==> config.mk <==
export PLATFORM = sky130hd
export DESIGN_NAME = fnd_scan_decoder_flat
export DESIGN_NICKNAME = d
export VERILOG_FILES = /design/src/rtl/fnd_scan_decoder_if.sv /design/src/rtl/fnd_scan_decoder.sv /design/src/flat_wrapper.sv
export SDC_FILE = /design/constraint.sdc
export NUM_CORES = 1
export LEC_CHECK = 0
export CORE_ASPECT_RATIO = 0.75
export CORE_MARGIN = 2
export CORE_UTILIZATION = 46
export CTS_CLUSTER_SIZE = 28
export DETAILED_ROUTE_END_ITERATION = 6
export SKIP_CTS_REPAIR_TIMING = 1
export SYNTH_ARGS = -nofsm -noshare
export SYNTH_HDL_FRONTEND = slang
export SYNTH_SLANG_ARGS = --single-unit
==> constraint.sdc <==
create_clock -name clk -period 3.8 [get_ports clk]
set_clock_uncertainty 0.15 [all_clocks]
set_input_delay 0.57 -clock clk [delete_from_list [all_inputs] [get_ports clk]]
set_output_delay 0.57 -clock clk [all_outputs]
set_load 0.05 [all_outputs]
==> src/rtl/fnd_scan_decoder_if.sv <==
// Multiplexed 7-segment scan bus: active-low digit select and active-low segments.
// The display driver owns the nets; the scan decoder only observes them.
interface fnd_scan_decoder_if;
    logic [3:0] fnd_com;
    logic [7:0] fnd_data;

    modport master (output fnd_com, output fnd_data);
    modport slave  (input  fnd_com, input  fnd_data);
endinterface

==> src/rtl/fnd_scan_decoder.sv <==
// Passive observer of the 7-segment scan bus. It decodes settled slots, merges them into frames,
// and publishes a debounced 4-digit value with dot flags.
module fnd_scan_decoder #(
    parameter int SETTLE_CYCLES  = 16,
    parameter int FRAME_SLOTS    = 8,
    parameter int STABLE_FRAMES  = 2,
    parameter int TIMEOUT_CYCLES = 300_000
) (
    input  logic                     clk,
    input  logic                     reset,
    fnd_scan_decoder_if.slave        bus,
    output logic [15:0]              o_digits,
    output logic [3:0]               o_dots,
    output logic                     o_valid,
    output logic                     o_err,
    output logic                     o_active
);
    localparam int SW = $clog2(SETTLE_CYCLES + 1);
    localparam int CW = $clog2(FRAME_SLOTS + 1);
    localparam int TW = $clog2(STABLE_FRAMES + 1);
    localparam int IW = $clog2(TIMEOUT_CYCLES + 1);

    localparam logic [SW-1:0] SETTLE_LAST  = SW'(SETTLE_CYCLES - 1);
    localparam logic [SW-1:0] SETTLE_MAX   = SW'(SETTLE_CYCLES);
    localparam logic [CW-1:0] SLOTS_FULL   = CW'(FRAME_SLOTS);
    localparam logic [TW-1:0] STABLE_MAX   = TW'(STABLE_FRAMES);
    localparam logic [IW-1:0] IDLE_LAST    = IW'(TIMEOUT_CYCLES - 1);
    localparam logic [IW-1:0] IDLE_MAX     = IW'(TIMEOUT_CYCLES);

    typedef enum logic {HUNT, COLLECT} state_t;

    state_t          state_reg;
    logic [11:0]     bus_reg;
    logic [SW-1:0]   settle_reg;
    logic [CW-1:0]   slot_cnt_reg;
    logic [TW-1:0]   stable_cnt_reg;
    logic [IW-1:0]   idle_reg;
    logic [3:0][3:0] code_buf_reg;
    logic [3:0]      dot_buf_reg;
    logic [19:0]     prev_frame_reg;
    logic            published_reg;

    logic [11:0]     bus_now;
    logic            same;
    logic            settled;
    logic            com_ok;
    logic [1:0]      pos;
    logic            seg_ok;
    logic [3:0]      code;
    logic            dot;
    logic            accept;
    logic            timeout;
    logic            close;
    logic            publish;
    logic [19:0]     frame_now;
    logic [TW-1:0]   stable_next;

    logic [3:0][3:0] load_code;
    logic [3:0][3:0] merge_code;
    logic [3:0]      load_dot;
    logic [3:0]      merge_dot;

    assign bus_now = {bus.fnd_com, bus.fnd_data};
    assign same    = (bus_now == bus_reg);
    // The counter saturates past SETTLE_LAST, so a held value is sampled exactly once.
    assign settled = same && (settle_reg == SETTLE_LAST);
    assign dot     = ~bus.fnd_data[7];

    always_comb begin
        com_ok = 1'b1;
        pos    = 2'd0;
        case (bus.fnd_com)
            4'b1110: pos = 2'd0;
            4'b1101: pos = 2'd1;
            4'b1011: pos = 2'd2;
            4'b0111: pos = 2'd3;
            default: com_ok = 1'b0;
        endcase
    end

    always_comb begin
        seg_ok = 1'b1;
        code   = 4'hF;
        case (bus.fnd_data[6:0])
            7'h40: code = 4'h0;
            7'h79: code = 4'h1;
            7'h24: code = 4'h2;
            7'h30: code = 4'h3;
            7'h19: code = 4'h4;
            7'h12: code = 4'h5;
            7'h02: code = 4'h6;
            7'h78: code = 4'h7;
            7'h00: code = 4'h8;
            7'h10: code = 4'h9;
            7'h08: code = 4'hA;
            7'h03: code = 4'hB;
            7'h46: code = 4'hC;
            7'h21: code = 4'hD;
            7'h7F: code = 4'hF;
            default: seg_ok = 1'b0;
        endcase
    end

    assign accept  = settled && com_ok;
    assign timeout = !accept && (idle_reg == IDLE_LAST);
    assign close   = accept && (state_reg == COLLECT) && (pos == 2'd0) && (slot_cnt_reg >= SLOTS_FULL);

    assign frame_now   = {dot_buf_reg, code_buf_reg};
    // stable_cnt of zero means there is no previous frame to compare against.
    assign stable_next = (stable_cnt_reg != '0 && frame_now == prev_frame_reg)
                         ? ((stable_cnt_reg == STABLE_MAX) ? stable_cnt_reg : stable_cnt_reg + TW'(1))
                         : TW'(1);
    assign publish     = close && (stable_next == STABLE_MAX)
                         && (!published_reg || frame_now != {o_dots, o_digits});

    // Blank or unknown codes never overwrite a real digit; dots accumulate.
    genvar gi;
    generate
        for (gi = 0; gi < 4; gi++) begin : g_pos
            logic hit;
            assign hit            = (pos == 2'(gi));
            assign load_code[gi]  = (hit && code != 4'hF) ? code : 4'hF;
            assign merge_code[gi] = (hit && code != 4'hF) ? code : code_buf_reg[gi];
            assign load_dot[gi]   = hit & dot;
            assign merge_dot[gi]  = dot_buf_reg[gi] | (hit & dot);
        end
    endgenerate

    always_ff @(posedge clk or posedge reset) begin
        if (reset) begin
            state_reg      <= HUNT;
            bus_reg        <= '0;
            settle_reg     <= '0;
            slot_cnt_reg   <= '0;
            stable_cnt_reg <= '0;
            idle_reg       <= '0;
            code_buf_reg   <= {4{4'hF}};
            dot_buf_reg    <= '0;
            prev_frame_reg <= '0;
            published_reg  <= 1'b0;
            o_digits       <= 16'hFFFF;
            o_dots         <= '0;
            o_valid        <= 1'b0;
            o_err          <= 1'b0;
            o_active       <= 1'b0;
        end else begin
            o_valid <= 1'b0;
            o_err   <= settled && (!com_ok || !seg_ok);
            bus_reg <= bus_now;

            if (!same)
                settle_reg <= '0;
            else if (settle_reg != SETTLE_MAX)
                settle_reg <= settle_reg + SW'(1);

            if (accept) begin
                idle_reg <= '0;
                o_active <= 1'b1;
            end else if (idle_reg != IDLE_MAX) begin
                idle_reg <= idle_reg + IW'(1);
            end

            if (timeout) begin
                o_active       <= 1'b0;
                state_reg      <= HUNT;
                slot_cnt_reg   <= '0;
                stable_cnt_reg <= '0;
                code_buf_reg   <= {4{4'hF}};
                dot_buf_reg    <= '0;
            end else if (accept) begin
                case (state_reg)
                    HUNT: begin
                        if (pos == 2'd0) begin
                            state_reg    <= COLLECT;
                            code_buf_reg <= load_code;
                            dot_buf_reg  <= load_dot;
                            slot_cnt_reg <= CW'(1);
                        end
                    end
                    COLLECT: begin
                        if (close) begin
                            prev_frame_reg <= frame_now;
                            stable_cnt_reg <= stable_next;
                            if (publish) begin
                                {o_dots, o_digits} <= frame_now;
                                o_valid            <= 1'b1;
                                published_reg      <= 1'b1;
                            end
                            code_buf_reg <= load_code;
                            dot_buf_reg  <= load_dot;
                            slot_cnt_reg <= CW'(1);
                        end else begin
                            code_buf_reg <= merge_code;
                            dot_buf_reg  <= merge_dot;
                            if (slot_cnt_reg != SLOTS_FULL)
                                slot_cnt_reg <= slot_cnt_reg + CW'(1);
                        end
                    end
                    default: state_reg <= HUNT;
                endcase
            end
        end
    end
endmodule

==> src/flat_wrapper.sv <==
// flat-port wrapper written by rule: the top's interface ports become plain ports
module fnd_scan_decoder_flat 
#(
    parameter int SETTLE_CYCLES  = 16,
    parameter int FRAME_SLOTS    = 8,
    parameter int STABLE_FRAMES  = 2,
    parameter int TIMEOUT_CYCLES = 300_000
)
  (clk, reset, o_digits, o_dots, o_valid, o_err, o_active, bus_fnd_com, bus_fnd_data);
  fnd_scan_decoder_if bus_i ();
  input  logic clk;
  input  logic reset;
  output logic [15:0] o_digits;
  output logic [3:0] o_dots;
  output logic o_valid;
  output logic o_err;
  output logic o_active;
  input wire logic [$bits(bus_i.fnd_com)-1:0] bus_fnd_com;
  input wire logic [$bits(bus_i.fnd_data)-1:0] bus_fnd_data;
  assign bus_i.fnd_com = bus_fnd_com;
  assign bus_i.fnd_data = bus_fnd_data;
  fnd_scan_decoder #(.SETTLE_CYCLES(SETTLE_CYCLES), .FRAME_SLOTS(FRAME_SLOTS), .STABLE_FRAMES(STABLE_FRAMES), .TIMEOUT_CYCLES(TIMEOUT_CYCLES)) u_core (.clk(clk), .reset(reset), .bus(bus_i), .o_digits(o_digits), .o_dots(o_dots), .o_valid(o_valid), .o_err(o_err), .o_active(o_active));
endmodule
==> flow_results.xml <==
<?xml version="1.0" encoding="UTF-8"?>
<metrics>
  <group name="outcome">
    <metric name="run_status" unit="">completed</metric>
  </group>
  <group name="timing">
    <metric name="totalNegativeSetupSlack" unit="ns">0</metric>
    <metric name="setup_viol" unit="">0</metric>
    <metric name="finalHoldViolations" unit="">0</metric>
    <metric name="period_share" unit="">0.793</metric>
    <metric name="worst-slew-pin-transition" unit="ns">0.832</metric>
    <metric name="post-route-min-period" unit="ns">3.01</metric>
    <metric name="upper_clock_frequency_limit" unit="GHz">0.332</metric>
    <metric name="final-max-slew-violation-count" unit="">0</metric>
    <metric name="grt_setup_unrepaired" unit="">false</metric>
    <metric name="slew_headroom" unit="">0.445</metric>
  </group>
  <group name="logic_synthesis">
    <metric name="synth.lib_cells_used.distinct" unit="">64</metric>
    <metric name="yosysSeqAreaShare" unit="">0.482</metric>
    <metric name="synth.avg_cell_area" unit="um^2">10.7</metric>
    <metric name="syn_inst" unit="">529</metric>
    <metric name="synthesis.yosys.warnings" unit="">0</metric>
    <metric name="asyncSetResetFlopFracSynth" unit="">1.00</metric>
    <metric name="synth-edff-count" unit="">0</metric>
    <metric name="synth_top_flop_cell" unit="">sky130_fd_sc_hd__dfrtp_1</metric>
    <metric name="synthesis.area" unit="mm^2">0.00564</metric>
    <metric name="postSynthRegisterBits" unit="">107</metric>
    <metric name="synth.net_count" unit="">551</metric>
  </group>
  <group name="route">
    <metric name="drtPass1Iterations" unit="">4</metric>
    <metric name="wire_per_inst" unit="um">16.9</metric>
    <metric name="drt-total-wl" unit="um">12500</metric>
    <metric name="detail_route.iter0.violations" unit="">202</metric>
    <metric name="detail_route.drc_violations" unit="">0</metric>
    <metric name="detail_route.vias_per_cell" unit="">5.55</metric>
    <metric name="vias" unit="">4093</metric>
    <metric name="ant_nets" unit="">0</metric>
  </group>
  <group name="grt">
    <metric name="maximum_number_of_pins_on_one_net_before_global_route_repair" unit="">60</metric>
    <metric name="total_gr_overflow" unit="">0</metric>
    <metric name="grt_pass1_vias" unit="">4002</metric>
    <metric name="grt_first_pass_wirelength" unit="um">20900</metric>
    <metric name="grt.total_usage" unit="">0.199</metric>
    <metric name="initial_antenna_violation_count" unit="">0</metric>
  </group>
  <group name="min_path">
    <metric name="worst_hold_path.num_cells" unit="">2</metric>
    <metric name="worst_hold_endpoint" unit="">u_core.prev_frame_reg[1]$_DFFE_PP0P_</metric>
    <metric name="holdCritPathClass" unit="">reg -&gt; reg</metric>
    <metric name="hold_path.startpoint" unit="">u_core.prev_frame_reg[1]$_DFFE_PP0P_</metric>
  </group>
  <group name="layout">
    <metric name="flip_flop_count_of_the_largest_register_after_layout" unit="">20</metric>
    <metric name="final_design_area_no_fill" unit="mm^2">0.00653</metric>
    <metric name="antenna_cells" unit="">0</metric>
    <metric name="layout-area-overhead-vs-synth" unit="%">15.8</metric>
    <metric name="mostFrequentLayoutCells" unit="">75 x sky130_fd_sc_hd__dfrtp_1, 72 x sky130_fd_sc_hd__nand2_1, 37 x sky130_fd_sc_hd__xor2_1</metric>
    <metric name="post_route_cells_drive_above_1_share" unit="">0.171</metric>
    <metric name="final_nets" unit="">589</metric>
    <metric name="most_common_library_cell_in_the_layout_ignoring_fill_and_taps" unit="">sky130_fd_sc_hd__dfrtp_1</metric>
  </group>
  <group name="critical_path">
    <metric name="timing.critical_path.buf_inv" unit="">1</metric>
    <metric name="timing.reg2reg.worst_path_depth" unit="">7</metric>
    <metric name="worst_endpoint_required_time" unit="ns">3.92</metric>
    <metric name="sort_of_element_at_the_start_of_the_critical_path" unit="">input port</metric>
    <metric name="worst-setup-path-type" unit="">in -&gt; reg</metric>
    <metric name="standard_cell_with_the_maximum_stage_delay_on_the_critical_path" unit="">sky130_fd_sc_hd__clkdlybuf4s50_1</metric>
    <metric name="worst_path_dominant_cell_family" unit="">compound AO/OA/AOI/OAI gates</metric>
    <metric name="arrival" unit="ns">3.14</metric>
    <metric name="cp_cell_sequence" unit="">clkdlybuf4s50_1, nand4b_2, a41oi_1, nand4_2, a211oi_2, a2bb2oi_2, mux2_1</metric>
    <metric name="r2r_start" unit="">u_core.code_buf_reg[10]$_DFFE_PP1P_</metric>
    <metric name="r2r_setup_slack" unit="ns">0.94</metric>
    <metric name="critPathMaxFanout" unit="">9</metric>
    <metric name="timing.rr.end" unit="">u_core.o_dots[3]$_DFFE_PP0P_</metric>
    <metric name="slowest_delay" unit="ns">0.53</metric>
    <metric name="critical_path.endpoint_type" unit="">flip-flop</metric>
  </group>
  <group name="floorplan">
    <metric name="die_y" unit="um">99.9</metric>
    <metric name="die_width" unit="um">132</metric>
    <metric name="initial_core_util" unit="">0.465</metric>
    <metric name="core_area" unit="mm^2">0.0121</metric>
    <metric name="pin_count" unit="">37</metric>
    <metric name="rows" unit="">35</metric>
    <metric name="die-area" unit="mm^2">0.0132</metric>
  </group>
  <group name="pwr">
    <metric name="power.static_leakage" unit="nW">2.96</metric>
    <metric name="max-vdd-ir-drop" unit="mV">0.251</metric>
    <metric name="powerDensity" unit="mW/mm^2">365</metric>
  </group>
  <group name="clock_tree">
    <metric name="clock_sink_count" unit="">107</metric>
    <metric name="htreeDepth" unit="">3</metric>
    <metric name="root_buffer" unit="">sky130_fd_sc_hd__clkbuf_16</metric>
    <metric name="tritoncts_clock_tree" unit="">yes</metric>
    <metric name="clk-insertion-delay-late" unit="ns">0.35</metric>
    <metric name="post_cts_clock_slew_at_the_launch_and_capture_registers_of_the_worst_setup_and_hold_paths" unit="ns">0.08</metric>
    <metric name="tritoncts.num_buffers" unit="">9</metric>
    <metric name="cts_max_path_buffers" unit="">2</metric>
  </group>
  <group name="placed_design">
    <metric name="placed_area" unit="mm^2">0.00621</metric>
    <metric name="dpl.hpwl" unit="um">8980</metric>
    <metric name="port-buffer-count" unit="">36</metric>
    <metric name="gp_congestion" unit="">0.792</metric>
  </group>
  <group name="run">
    <metric name="maxCapViolations" unit="">0</metric>
  </group>
</metrics>
how the worst max path moves through the flow:
| stage | start | to | slack (ns) | depth (start not counted) |
|---|---|---|---|---|
| floorplan | reset | u_core.bus_reg[0]$_DFF_PP0_ | 0.32 | 1 |
| global placement | bus_fnd_com[2] | u_core.code_buf_reg[2]$_DFFE_PP1P_ | 0.51 | 7 |
| detailed placement | bus_fnd_com[2] | u_core.code_buf_reg[2]$_DFFE_PP1P_ | 0.42 | 7 |
| CTS | bus_fnd_com[2] | u_core.code_buf_reg[2]$_DFFE_PP1P_ | 0.79 | 7 |
| global route | bus_fnd_com[0] | u_core.code_buf_reg[2]$_DFFE_PP1P_ | 0.59 | 7 |
| finish | bus_fnd_com[2] | u_core.code_buf_reg[2]$_DFFE_PP1P_ | 0.79 | 7 |
stage by stage:
stage	utilization	hold slack [ns]	power [mW]	std cells	setup slack, ns
finish	0.539	0.340	2.38	738	0.785
global route	0.539	0.358	2.47	738	0.590
CTS	0.539	0.342	2.40	738	0.786
detailed placement	0.512	0.325	1.38	722	0.424
global placement	0.512	0.319	1.38	722	0.512
floorplan	-	0.284	1.32	529	0.316
report_power, final:
group | internal, mW | total (mW) | switching (mW)
sequential | 1.17 | 1.20 | 0.0353
combinational | 0.0641 | 0.158 | 0.0935
clock | 0.565 | 1.02 | 0.458
logic make-up (layout without fill, tap and decap cells):
logic type                 after synthesis  in the layout  synth area share
muxes                                   26             26            0.0574
DFF                                    107            107             0.482
xor gates and xnor gates                72             72             0.113
buffers and inverters                   39             82            0.0308
AOI/OAI and AO/OA                       68             68            0.0973
adders and majority gates                8              8            0.0177
and+or+nand+nor                        209            209             0.202
cell type report:
class                           count  area [um^2]
Timing Repair Buffer               48          450
Fill cell                        1106         5600
Clock inverter                      6         76.3
Multi-Input combinational cell    383         2760
Clock buffer                       10          250
Inverter                           18         70.1
Tap cell                          166          208
Sequential cell                   107         2720
worst reg2reg max path: stages, from the launching register on:
cell                        delay, ns
sky130_fd_sc_hd__dfstp_2         0.62
sky130_fd_sc_hd__xor2_1          0.09
sky130_fd_sc_hd__nor4_1          0.41
sky130_fd_sc_hd__nand4_1         0.15
sky130_fd_sc_hd__nor4_1          0.43
sky130_fd_sc_hd__nand4bb_1       0.20
sky130_fd_sc_hd__buf_4           0.32
sky130_fd_sc_hd__mux2_2          0.39
synth_stat cells (4+ instances only):
master / count / area (um^2)
sky130_fd_sc_hd__clkbuf_1: 7 / 26.3
sky130_fd_sc_hd__o21ai_0: 11 / 55.1
sky130_fd_sc_hd__o32a_1: 12 / 120
sky130_fd_sc_hd__nor2_1: 31 / 116
sky130_fd_sc_hd__inv_1: 18 / 67.6
sky130_fd_sc_hd__nor3_1: 12 / 60.1
sky130_fd_sc_hd__xnor2_1: 34 / 298
sky130_fd_sc_hd__mux2i_1: 5 / 50.1
sky130_fd_sc_hd__dfstp_2: 32 / 841
sky130_fd_sc_hd__nor4bb_1: 4 / 40.0
sky130_fd_sc_hd__mux2_2: 10 / 113
sky130_fd_sc_hd__nand2_1: 72 / 270
sky130_fd_sc_hd__a2bb2oi_2: 4 / 60.1
sky130_fd_sc_hd__mux2_4: 10 / 150
sky130_fd_sc_hd__xor2_1: 37 / 324
sky130_fd_sc_hd__o21bai_1: 4 / 30.0
sky130_fd_sc_hd__or3_1: 8 / 50.1
sky130_fd_sc_hd__nand3_1: 21 / 105
sky130_fd_sc_hd__dfrtp_1: 75 / 1880
sky130_fd_sc_hd__a21oi_1: 9 / 45.0
sky130_fd_sc_hd__buf_2: 9 / 45.0
sky130_fd_sc_hd__and3_1: 8 / 50.1
sky130_fd_sc_hd__o2bb2ai_1: 5 / 43.8
sky130_fd_sc_hd__nand4_1: 16 / 100
sky130_fd_sc_hd__ha_1: 8 / 100
sky130_fd_sc_hd__nor4_1: 6 / 37.5
per-layer routing:
| layer | vias up | global-route usage | routed length [um] |
|---|---|---|---|
| met1 | 2031 | 0.293 | 6450 |
| li1 | 1955 | - | - |
| met3 | 11 | 0.0510 | 671 |
| met5 | - | 0 | 0 |
| met2 | 96 | 0.293 | 5250 |
| met4 | 0 | 0.0502 | 127 |
No activity file was read; power rests on OpenSTA's default activity.
